===== src/rtl/gemm_pkg.sv =====
// gemm_pkg: shared constants for the GEMM tile stream sequencer.
//   - buffer geometry (cores, weight/source/destination depths)
//   - derived address widths
//   - stream_sched FSM state encoding (also exported on the debug port)
//   - one-hot helper used to pick the per-core weight write strobe
package gemm_pkg;

    localparam int NCORE     = 4;
    localparam int PRM_DEPTH = 8;
    localparam int SRC_DEPTH = 32;
    localparam int DST_DEPTH = 16;

    localparam int CORE_AW = $clog2(NCORE);
    localparam int PRM_AW  = $clog2(PRM_DEPTH);
    localparam int SRC_AW  = $clog2(SRC_DEPTH);
    localparam int DST_AW  = $clog2(DST_DEPTH);

    localparam logic [2:0] S_IDLE  = 3'd0;
    localparam logic [2:0] S_MATW  = 3'd1;
    localparam logic [2:0] S_LOAD  = 3'd2;
    localparam logic [2:0] S_KICK  = 3'd3;
    localparam logic [2:0] S_EXEC  = 3'd4;
    localparam logic [2:0] S_DRAIN = 3'd5;
    localparam logic [2:0] S_HOLD  = 3'd6;

    function automatic logic [NCORE-1:0] core_onehot(input logic [CORE_AW-1:0] idx);
        logic [NCORE-1:0] oh;
        oh      = '0;
        oh[idx] = 1'b1;
        return oh;
    endfunction

endpackage


===== src/rtl/beat_counter.sv =====
// beat_counter: wrap-around index counter for one buffer dimension.
//   clk, reset : clock, asynchronous active-high reset
//   en         : advance by one (wraps DEPTH-1 -> 0)
//   clr        : synchronous clear, wins over en
//   cnt        : current index
//   last       : cnt is at DEPTH-1 (the next advance wraps)
module beat_counter #(
    parameter int DEPTH = 8,
    parameter int W     = $clog2(DEPTH)
) (
    input  logic         clk,
    input  logic         reset,
    input  logic         en,
    input  logic         clr,
    output logic [W-1:0] cnt,
    output logic         last
);

    assign last = (cnt == W'(DEPTH - 1));

    always_ff @(posedge clk or posedge reset) begin
        if (reset)
            cnt <= '0;
        else if (clr)
            cnt <= '0;
        else if (en)
            cnt <= last ? '0 : cnt + W'(1);
    end

endmodule


===== src/rtl/stream_sched.sv =====
// stream_sched: phase sequencer for the 4-core GEMM tile.
//   clk, reset            : stream clock, asynchronous active-high reset
//   matw, run             : mode levels from the control registers
//   src_valid / src_ready : slave stream handshake (weights or source data)
//   dst_valid / dst_ready : master stream handshake (results)
//   src_v, src_a          : source buffer write strobe / address
//   prm_v, prm_a          : per-core one-hot weight write strobe / address
//   dst_v, dst_a          : destination read advance / address presented
//   s_init, s_fin         : start pulse to / done pulse from execute controller
//   batch_cnt             : completed batches since reset (wraps)
//   state                 : FSM state for debug
module stream_sched
    import gemm_pkg::*;
(
    input  logic              clk,
    input  logic              reset,
    input  logic              matw,
    input  logic              run,
    input  logic              src_valid,
    output logic              src_ready,
    output logic              dst_valid,
    input  logic              dst_ready,
    output logic              src_v,
    output logic [SRC_AW-1:0] src_a,
    output logic [NCORE-1:0]  prm_v,
    output logic [PRM_AW-1:0] prm_a,
    output logic              dst_v,
    output logic [DST_AW-1:0] dst_a,
    output logic              s_init,
    input  logic              s_fin,
    output logic [15:0]       batch_cnt,
    output logic [2:0]        state
);

    logic [2:0]         state_q;
    logic [2:0]         state_d;
    logic [CORE_AW-1:0] core_idx;
    logic               w_last;
    logic               core_last;
    logic               s_last;
    logic               d_last;
    logic               matw_beat;
    logic               load_beat;
    logic               drain_beat;
    logic               cnt_clr;

    // Handshakes are qualified by the mode bit itself, so the cycle in which
    // the bit drops (abort) never accepts a beat or emits a pulse.
    assign src_ready  = ((state_q == S_MATW) && matw) || ((state_q == S_LOAD) && run);
    assign matw_beat  = (state_q == S_MATW) && matw && src_valid;
    assign load_beat  = (state_q == S_LOAD) && run && src_valid;
    assign dst_valid  = (state_q == S_DRAIN) && run;
    assign drain_beat = dst_valid && dst_ready;

    assign src_v  = load_beat;
    assign prm_v  = matw_beat ? core_onehot(core_idx) : '0;
    assign dst_v  = drain_beat;
    assign s_init = (state_q == S_KICK) && run;
    assign state  = state_q;

    always_comb begin
        state_d = state_q;
        case (state_q)
            S_IDLE: begin
                if (matw)
                    state_d = S_MATW;
                else if (run)
                    state_d = S_LOAD;
            end
            S_MATW: begin
                if (!matw)
                    state_d = S_IDLE;
                else if (matw_beat && w_last && core_last)
                    state_d = S_HOLD;
            end
            S_LOAD: begin
                if (!run)
                    state_d = S_IDLE;
                else if (load_beat && s_last)
                    state_d = S_KICK;
            end
            S_KICK: begin
                state_d = run ? S_EXEC : S_IDLE;
            end
            S_EXEC: begin
                if (!run)
                    state_d = S_IDLE;
                else if (s_fin)
                    state_d = S_DRAIN;
            end
            S_DRAIN: begin
                // A drain beat implies run is still high, so the batch loops
                // straight back into LOAD.
                if (!run)
                    state_d = S_IDLE;
                else if (drain_beat && d_last)
                    state_d = S_LOAD;
            end
            S_HOLD: begin
                if (!matw)
                    state_d = S_IDLE;
            end
            default: state_d = S_IDLE;
        endcase
    end

    // Every path back to IDLE (abort or normal) leaves all indices at zero;
    // completed phases wrap to zero on their own.
    assign cnt_clr = (state_d == S_IDLE);

    beat_counter #(.DEPTH(PRM_DEPTH)) u_w_idx (
        .clk   (clk),
        .reset (reset),
        .en    (matw_beat),
        .clr   (cnt_clr),
        .cnt   (prm_a),
        .last  (w_last)
    );

    beat_counter #(.DEPTH(NCORE)) u_core_idx (
        .clk   (clk),
        .reset (reset),
        .en    (matw_beat && w_last),
        .clr   (cnt_clr),
        .cnt   (core_idx),
        .last  (core_last)
    );

    beat_counter #(.DEPTH(SRC_DEPTH)) u_s_idx (
        .clk   (clk),
        .reset (reset),
        .en    (load_beat),
        .clr   (cnt_clr),
        .cnt   (src_a),
        .last  (s_last)
    );

    beat_counter #(.DEPTH(DST_DEPTH)) u_d_idx (
        .clk   (clk),
        .reset (reset),
        .en    (drain_beat),
        .clr   (cnt_clr),
        .cnt   (dst_a),
        .last  (d_last)
    );

    always_ff @(posedge clk or posedge reset) begin
        if (reset) begin
            state_q   <= S_IDLE;
            batch_cnt <= '0;
        end else begin
            state_q <= state_d;
            if (drain_beat && d_last)
                batch_cnt <= batch_cnt + 16'd1;
        end
    end

endmodule


===== config.mk =====
export PLATFORM = sky130hd
export DESIGN_NAME = stream_sched
export DESIGN_NICKNAME = d
export VERILOG_FILES = /design/src/rtl/gemm_pkg.sv /design/src/rtl/beat_counter.sv /design/src/rtl/stream_sched.sv
export SDC_FILE = /design/constraint.sdc
export NUM_CORES = 1
export LEC_CHECK = 0
export CELL_PAD_IN_SITES_DETAIL_PLACEMENT = 1
export CELL_PAD_IN_SITES_GLOBAL_PLACEMENT = 1
export CORE_AREA = 2 2 76 71
export CTS_BUF_LIST = sky130_fd_sc_hd__clkbuf_2
export DETAILED_ROUTE_END_ITERATION = 12
export DIE_AREA = 0 0 78 73
export PLACE_DENSITY_LB_ADDON = 0.25
export SLEW_MARGIN = 20
export SYNTH_ARGS = -nofsm -noshare
export SYNTH_HDL_FRONTEND = slang
export SYNTH_HIERARCHICAL = 1
export SYNTH_SLANG_ARGS = --single-unit
export TNS_END_PERCENT = 100

===== constraint.sdc =====
create_clock -name clk -period 2.9 [get_ports clk]
set_input_delay 0.29 -clock clk [delete_from_list [all_inputs] [get_ports clk]]
set_output_delay 0.29 -clock clk [all_outputs]
set_load 0.005 [all_outputs]

==> impl_metrics.env, run 1 <==
export IMPL_finalClockSkew_ns=0.0198
export IMPL_fin_area_um2=2400
export IMPL_synth_edf_count=0
export IMPL_synth_seq_cells=33
export IMPL_ant_nets=0
export IMPL_max_slew_worst_pin_slew_ns=0.725
export IMPL_drc=0
export IMPL_detail_route_wl_per_cell_um=14.1
export IMPL_synthMuxAreaShare=0.0397
export IMPL_grt_pass1_vias=1506
export IMPL_synth_compound_area_frac=0.0821
export IMPL_yosys_area_share_simple=0.270
export IMPL_cp_max_fo=13
export IMPL_die_w_um=78
export IMPL_rows=25
export IMPL_period_share=0.918
export IMPL_synthesis_area_um2=1800
export IMPL_cts_tree="yes"
export IMPL_cts_setup_buffers=0
export IMPL_cts_buffer_depth=2
export IMPL_antennaDiodeCount=0
export IMPL_final_hold_viol_count=0
export IMPL_status="finished clean"
export IMPL_syn_num_nets=186
export IMPL_h_tree_depth=2
export IMPL_r2r_slack_ns=0.75
export IMPL_portBuffers=46
export IMPL_cp_required_ns=2.61
export IMPL_fmax_mhz=376
export IMPL_grt_overflow_total=0
export IMPL_placed_area_um2=2360
export IMPL_start_util=0.359
export IMPL_worstSetupPathType="register to output port"
export IMPL_holdWs_ns=0.178
export IMPL_tns_ns=0
export IMPL_yosysWarnings=6
export IMPL_synth_avg_cell_area_um2=10.5
export IMPL_cts_hold_buffers=0
export IMPL_first_pass_iters=6
export IMPL_setup_viol=0
export IMPL_r2r_cells=8
export IMPL_clk_pin_slew_worst_paths_ns=0.19
export IMPL_nNetsFinal=241
export IMPL_postSynth_asyncResetShare=1.00
export IMPL_area_delta_synth_final_pct=33.8
export IMPL_synth_top_family_by_area="simple AND/OR/NAND/NOR gates"
export IMPL_grt_total_usage=0.159
export IMPL_synthCells=172
export IMPL_fin_crit_ns=2.66
export IMPL_synth_fa_ha_area_frac=0.0487
export IMPL_wl_mm=4.16
export IMPL_coreArea_um2=5000
export IMPL_hpwlAfterDp_mm=3.19
export IMPL_worstSetupEndpointType="output port"
export IMPL_grt_max_degree=20
export IMPL_num_vias=1469
export IMPL_num_io_pins=47
export IMPL_dieArea_um2=5690
export IMPL_slew_viol_final=0
export IMPL_die_h_um=73
export IMPL_grt_pass1_wl_mm=7.09
export IMPL_cts_sinks=33
export IMPL_powerDensity_nw_per_um2=419
export IMPL_cts_inserted_buffers=5
export IMPL_ys_types=45
export IMPL_drive_gt1_frac=0.105
export IMPL_cts_root_buffer="clkbuf_2"
export IMPL_critPathLaunchType="register"
export IMPL_drtIter0Drc=64
export IMPL_cts_repair_resized=0
export IMPL_total_power_mw=1.01
export IMPL_max_cap_violations=0
export IMPL_peakVddDrop_v=0.000239
export IMPL_arrival_ns=2.37
export IMPL_gp_congestion=0.758
export IMPL_p_leak_nw=1.07
export IMPL_viasPerCell=4.98
export IMPL_ys_flop_type="dfrtp_1"
export IMPL_rr_endpoint="u_s_idx/cnt[2]"
export IMPL_seq_area_frac_synth=0.459
export IMPL_insertion_delay_ns=0.38
export IMPL_synth_xor_area_frac=0.0779
export IMPL_rsz0062_at_grt="no"
export IMPL_hold_class="primary input to asynchronous set/reset pin"
export IMPL_max_slew_margin_rel=0.516
export IMPL_antenna_found_initial=0
export IMPL_r2r_start="u_s_idx/cnt[0]"
==> cell usage after synthesis (2+ instances only) <==
| master | number | area share |
|---|---|---|
| dfrtp_1 | 33 | 0.46 |
| nand2_1 | 14 | 0.029 |
| nor2_1 | 13 | 0.027 |
| xnor2_1 | 11 | 0.054 |
| nand3_1 | 10 | 0.028 |
| ha_1 | 7 | 0.049 |
| inv_1 | 7 | 0.015 |
| a21oi_1 | 6 | 0.017 |
| mux2i_1 | 6 | 0.033 |
| and3_1 | 5 | 0.017 |
| nand4_1 | 5 | 0.017 |
| xor2_1 | 5 | 0.024 |
| nand2b_1 | 4 | 0.014 |
| a21oi_2 | 3 | 0.015 |
| nand3b_1 | 3 | 0.013 |
| o21ai_0 | 3 | 0.0083 |
| or3b_1 | 3 | 0.015 |
| a31oi_1 | 2 | 0.0070 |
| and2_1 | 2 | 0.0070 |
| and2b_1 | 2 | 0.0083 |
| nor2b_1 | 2 | 0.0070 |
| nor3_1 | 2 | 0.0056 |
| or3_1 | 2 | 0.0070 |
==> flip-flops by register name (all words and copies together), names as in the netlist <==
name	count
batch_cnt	16
state	3
u_core_idx/cnt	2
u_d_idx/cnt	4
u_s_idx/cnt	5
u_w_idx/cnt	3
==> worst max-delay path by stage <==
stage / from / endpoint / cells past startpoint
2_1_floorplan: u_s_idx/cnt[0] / u_core_idx/cnt[1] / 7
3_3_place_gp: matw / prm_v[0] / 5
3_5_place_dp: matw / prm_v[0] / 5
4_1_cts: state[0] / prm_v[0] / 4
5_1_grt: state[0] / prm_v[0] / 4
6_report: state[0] / prm_v[0] / 4
==> cells by family after synthesis <==
| family | after synthesis |
|---|---|
| simple gates | 79 |
| compound gates | 20 |
| xor+xnor | 16 |
| fa+ha+maj | 7 |
| mux | 7 |
| flops | 33 |
| buf+inv | 10 |
==> cells in the final DEF (no fill, tap or decap), drive strengths merged, types with 2 or more instances in the layout <==
master | netlist | layout
nand3b | 3 | 3
o21ai | 3 | 3
clkinv | 0 | 2
a41oi | 2 | 2
clkbuf | 1 | 5
nor2 | 13 | 13
mux2i | 6 | 6
nor2b | 2 | 2
xnor2 | 11 | 11
clkdlybuf4s50 | 0 | 46
nand2b | 4 | 4
nand2 | 14 | 14
inv | 8 | 8
or3 | 2 | 2
xor2 | 5 | 5
and2b | 2 | 2
buf | 1 | 4
and4bb | 2 | 2
or4 | 2 | 2
a31oi | 2 | 2
nand4 | 5 | 5
and2 | 2 | 2
or3b | 3 | 3
nand3 | 10 | 10
and3 | 6 | 6
ha | 7 | 7
a21oi | 9 | 9
nor3 | 2 | 2
dfrtp | 33 | 33
==> cell type report <==
type                            count  area (um2)
Sequential cell                    33         826
Tap cell                           67        83.8
Fill cell                         598        2600
Clock buffer                        5        25.0
Timing Repair Buffer               50         490
Inverter                            8        30.0
Multi-Input combinational cell    129         932
Clock inverter                      3        17.5
==> worst max-delay path, stage by stage (launching register included) <==
cell,delay [ns]
dfrtp_1,0.64
and4bb_2,0.32
and2_1,0.28
nor3b_1,0.22
clkdlybuf4s50_1,0.53
==> metal layers <==
metal  track usage  vias up  share of wire
li1              -      725              -
met3        0.0359        5          0.033
met2         0.238       25           0.44
met1         0.225      714           0.51
met4        0.0643        0          0.014
met5             0        -              0
==> power by group <==
part           internal, mW  switching (mW)  total [mW]
clock                0.0563           0.164       0.220
sequential            0.478          0.0489       0.527
combinational         0.134           0.127       0.261
==> metrics by stage <==
stage          std cells  setup slack [ns]  utilization
6_report             295             0.239        0.481
5_1_grt              295            0.0556        0.481
4_1_cts              295             0.180        0.481
3_5_place_dp         287             0.473        0.472
3_3_place_gp         287             0.504        0.472
2_1_floorplan        172             0.545            -
Note: power is estimated with default switching activity, not from simulation.
==> inputs of run 2 (changes only) <==
--- a/config.mk
+++ b/config.mk
@@ -5,7 +5,7 @@
 export SDC_FILE = /design/constraint.sdc
 export NUM_CORES = 1
 export LEC_CHECK = 0
-export CELL_PAD_IN_SITES_DETAIL_PLACEMENT = 1
+export CELL_PAD_IN_SITES_DETAIL_PLACEMENT = 0
 export CELL_PAD_IN_SITES_GLOBAL_PLACEMENT = 1
 export CORE_AREA = 2 2 76 71
 export CTS_BUF_LIST = sky130_fd_sc_hd__clkbuf_2
==> run 2 against run 1 <==
Non-clock buffer count stayed put. Via count fell by 0.75%. Combinational power is essentially flat. Final cell count is the same. First-iteration DRC count grew 28%. Setup slack got worse by 0.010 ns. Largest power group unchanged. Highest routed layer unchanged.
==> impl_metrics.env, run 2 (same netlist as run 1, synthesis figures left out) <==
export IMPL_status="finished clean"
export IMPL_cts_inserted_buffers=5
export IMPL_seqPwrFrac=0.527
export IMPL_final_cell_mix="46 x clkdlybuf4s50_1, 33 x dfrtp_1, 14 x nand2_1"
export IMPL_critPathLaunchType="register"
export IMPL_rr_endpoint="u_s_idx/cnt[2]"
export IMPL_coreArea_um2=5000
export IMPL_clk_pin_slew_worst_paths_ns=0.18
export IMPL_worstSetupPathType="register to output port"
export IMPL_pwr_share_clk=0.213
export IMPL_ant_nets=0
export IMPL_instances_no_fill=295
export IMPL_finalClockSkew_ns=0.0290
export IMPL_final_common_cell="clkdlybuf4s50_1"
export IMPL_setup_viol=0
export IMPL_portBuffers=46
export IMPL_critPathTopFamily="simple AND/OR/NAND/NOR gates"
export IMPL_cts_buffer_depth=2
export IMPL_nNetsFinal=241
export IMPL_dpl_cell_count=287
export IMPL_crit_buf_inv=1
export IMPL_finalWorstSetupSlack_ns=0.229
export IMPL_gp_congestion=0.758
export IMPL_dieArea_um2=5690
export IMPL_cts_tree="yes"
export IMPL_rsz0062_at_grt="no"
export IMPL_cts_root_buffer="clkbuf_2"
export IMPL_r2r_slack_ns=0.78
export IMPL_fin_crit_ns=2.67
export IMPL_peakVddDrop_v=0.000244
export IMPL_p_leak_nw=1.06
export IMPL_antennaDiodeCount=0
export IMPL_cts_sinks=33
export IMPL_final_hold_viol_count=0
export IMPL_placed_area_um2=2360
export IMPL_powerDensity_nw_per_um2=418
export IMPL_dp_slack_ns=0.478
export IMPL_largest_reg_flops=16
export IMPL_crit_path_cell_trace="and4bb_2 -> and2_1 -> nor3b_1 -> clkdlybuf4s50_1"
export IMPL_cts_setup_buffers=0
export IMPL_insertion_delay_ns=0.39
export IMPL_fmax_mhz=374
export IMPL_switching_share=0.337
export IMPL_period_share=0.921
export IMPL_arrival_ns=2.38
export IMPL_top_register="batch_cnt"
export IMPL_slew_viol_final=0
export IMPL_slowest_stage="dfrtp_1"
export IMPL_max_slew_worst_pin_slew_ns=0.728
export IMPL_drive_gt1_frac=0.0965
export IMPL_grt_pass1_wl_mm=6.84
export IMPL_hold_class="primary input to asynchronous set/reset pin"
export IMPL_combPwrFrac=0.260
export IMPL_worstSetupEndpointType="output port"
export IMPL_grt_total_usage=0.153
export IMPL_detail_route_wl_per_cell_um=13.4
export IMPL_cts_hold_buffers=0
export IMPL_largestRegisters="batch_cnt: 16 flops, u_s_idx/cnt: 5 flops, u_d_idx/cnt: 4 flops"
export IMPL_grt_overflow_total=0
export IMPL_hpwlAfterDp_mm=2.89
export IMPL_rows=25
export IMPL_grt_max_degree=20
export IMPL_r2r_cells=8
export IMPL_num_io_pins=47
export IMPL_r2r_start="u_s_idx/cnt[0]"
export IMPL_die_h_um=73
export IMPL_first_pass_iters=4
export IMPL_viasPerCell=4.94
export IMPL_fin_area_um2=2400
export IMPL_die_w_um=78
export IMPL_antenna_found_initial=0
export IMPL_slowest_delay_ns=0.64
export IMPL_wl_mm=3.94
export IMPL_max_cap_violations=0
export IMPL_area_delta_synth_final_pct=33.5
export IMPL_max_slew_margin_rel=0.514
export IMPL_tns_ns=0
export IMPL_grt_pass1_vias=1485
export IMPL_num_vias=1458
export IMPL_holdWs_ns=0.161
export IMPL_cp_required_ns=2.61
export IMPL_drtIter0Drc=82
export IMPL_cp_max_fo=13
export IMPL_start_util=0.359
export IMPL_h_tree_depth=2
export IMPL_cts_repair_resized=0
export IMPL_drc=0
export IMPL_p_sw_uw=338
export IMPL_intPower_uw=665
## run 2: cell types whose count changed in the layout (fill, tap and decap cells not counted), sizes merged
cell,change
clkinv,+1
clkinvlp,-1
## run 2: power groups by stage
stage	logic [mW]	registers, mW	clock network (mW)
2_1_floorplan	0.158	0.515	0
3_3_place_gp	0.264	0.538	0
3_5_place_dp	0.261	0.538	0
4_1_cts	0.262	0.528	0.220
5_1_grt	0.286	0.536	0.239
6_report	0.261	0.528	0.214
## run 2: layer usage
metal / track usage / wire length (um) / up-vias
met3: 0.0347 / 169 / 7
li1: - / - / 723
met4: 0.0643 / 68 / 0
met2: 0.222 / 1710 / 38
met1: 0.219 / 1990 / 690
met5: 0 / 0 / -
## run 2: worst max-delay path by stage
stage | end | startpoint | slack, ns | cells past startpoint
3_5_place_dp | prm_v[0] | matw | 0.48 | 5
5_1_grt | prm_v[0] | state[0] | 0.04 | 4
6_report | prm_v[0] | state[0] | 0.23 | 4
3_3_place_gp | prm_v[0] | matw | 0.50 | 5
2_1_floorplan | u_core_idx/cnt[1] | u_s_idx/cnt[0] | 0.55 | 7
4_1_cts | prm_v[0] | state[0] | 0.19 | 4
## run 2: cell type report
class | count | area, um2
clock inverters | 3 | 12.5
fillers | 506 | 2610
well taps | 67 | 83.8
flip-flops and latches | 33 | 826
inverters | 8 | 30.0
multi-input cells | 129 | 932
repair buffers | 50 | 490
clock buffers | 5 | 25.0
## run 2: stage by stage
stage	utilization	power, mW
CTS	0.480	1.01
global placement	0.472	0.802
detailed placement	0.472	0.799
global route	0.480	1.06
finish	0.480	1.00
floorplan	-	0.673
## run 2: worst reg2reg max path, cell delays in order, from the launching register on
cell     delay [ns]
dfrtp_1        0.47
ha_1           0.25
and3_1         0.19
ha_1           0.25
a41oi_1        0.22
nor2b_1        0.09
nor4b_2        0.20
buf_4          0.26
nor2_1         0.09
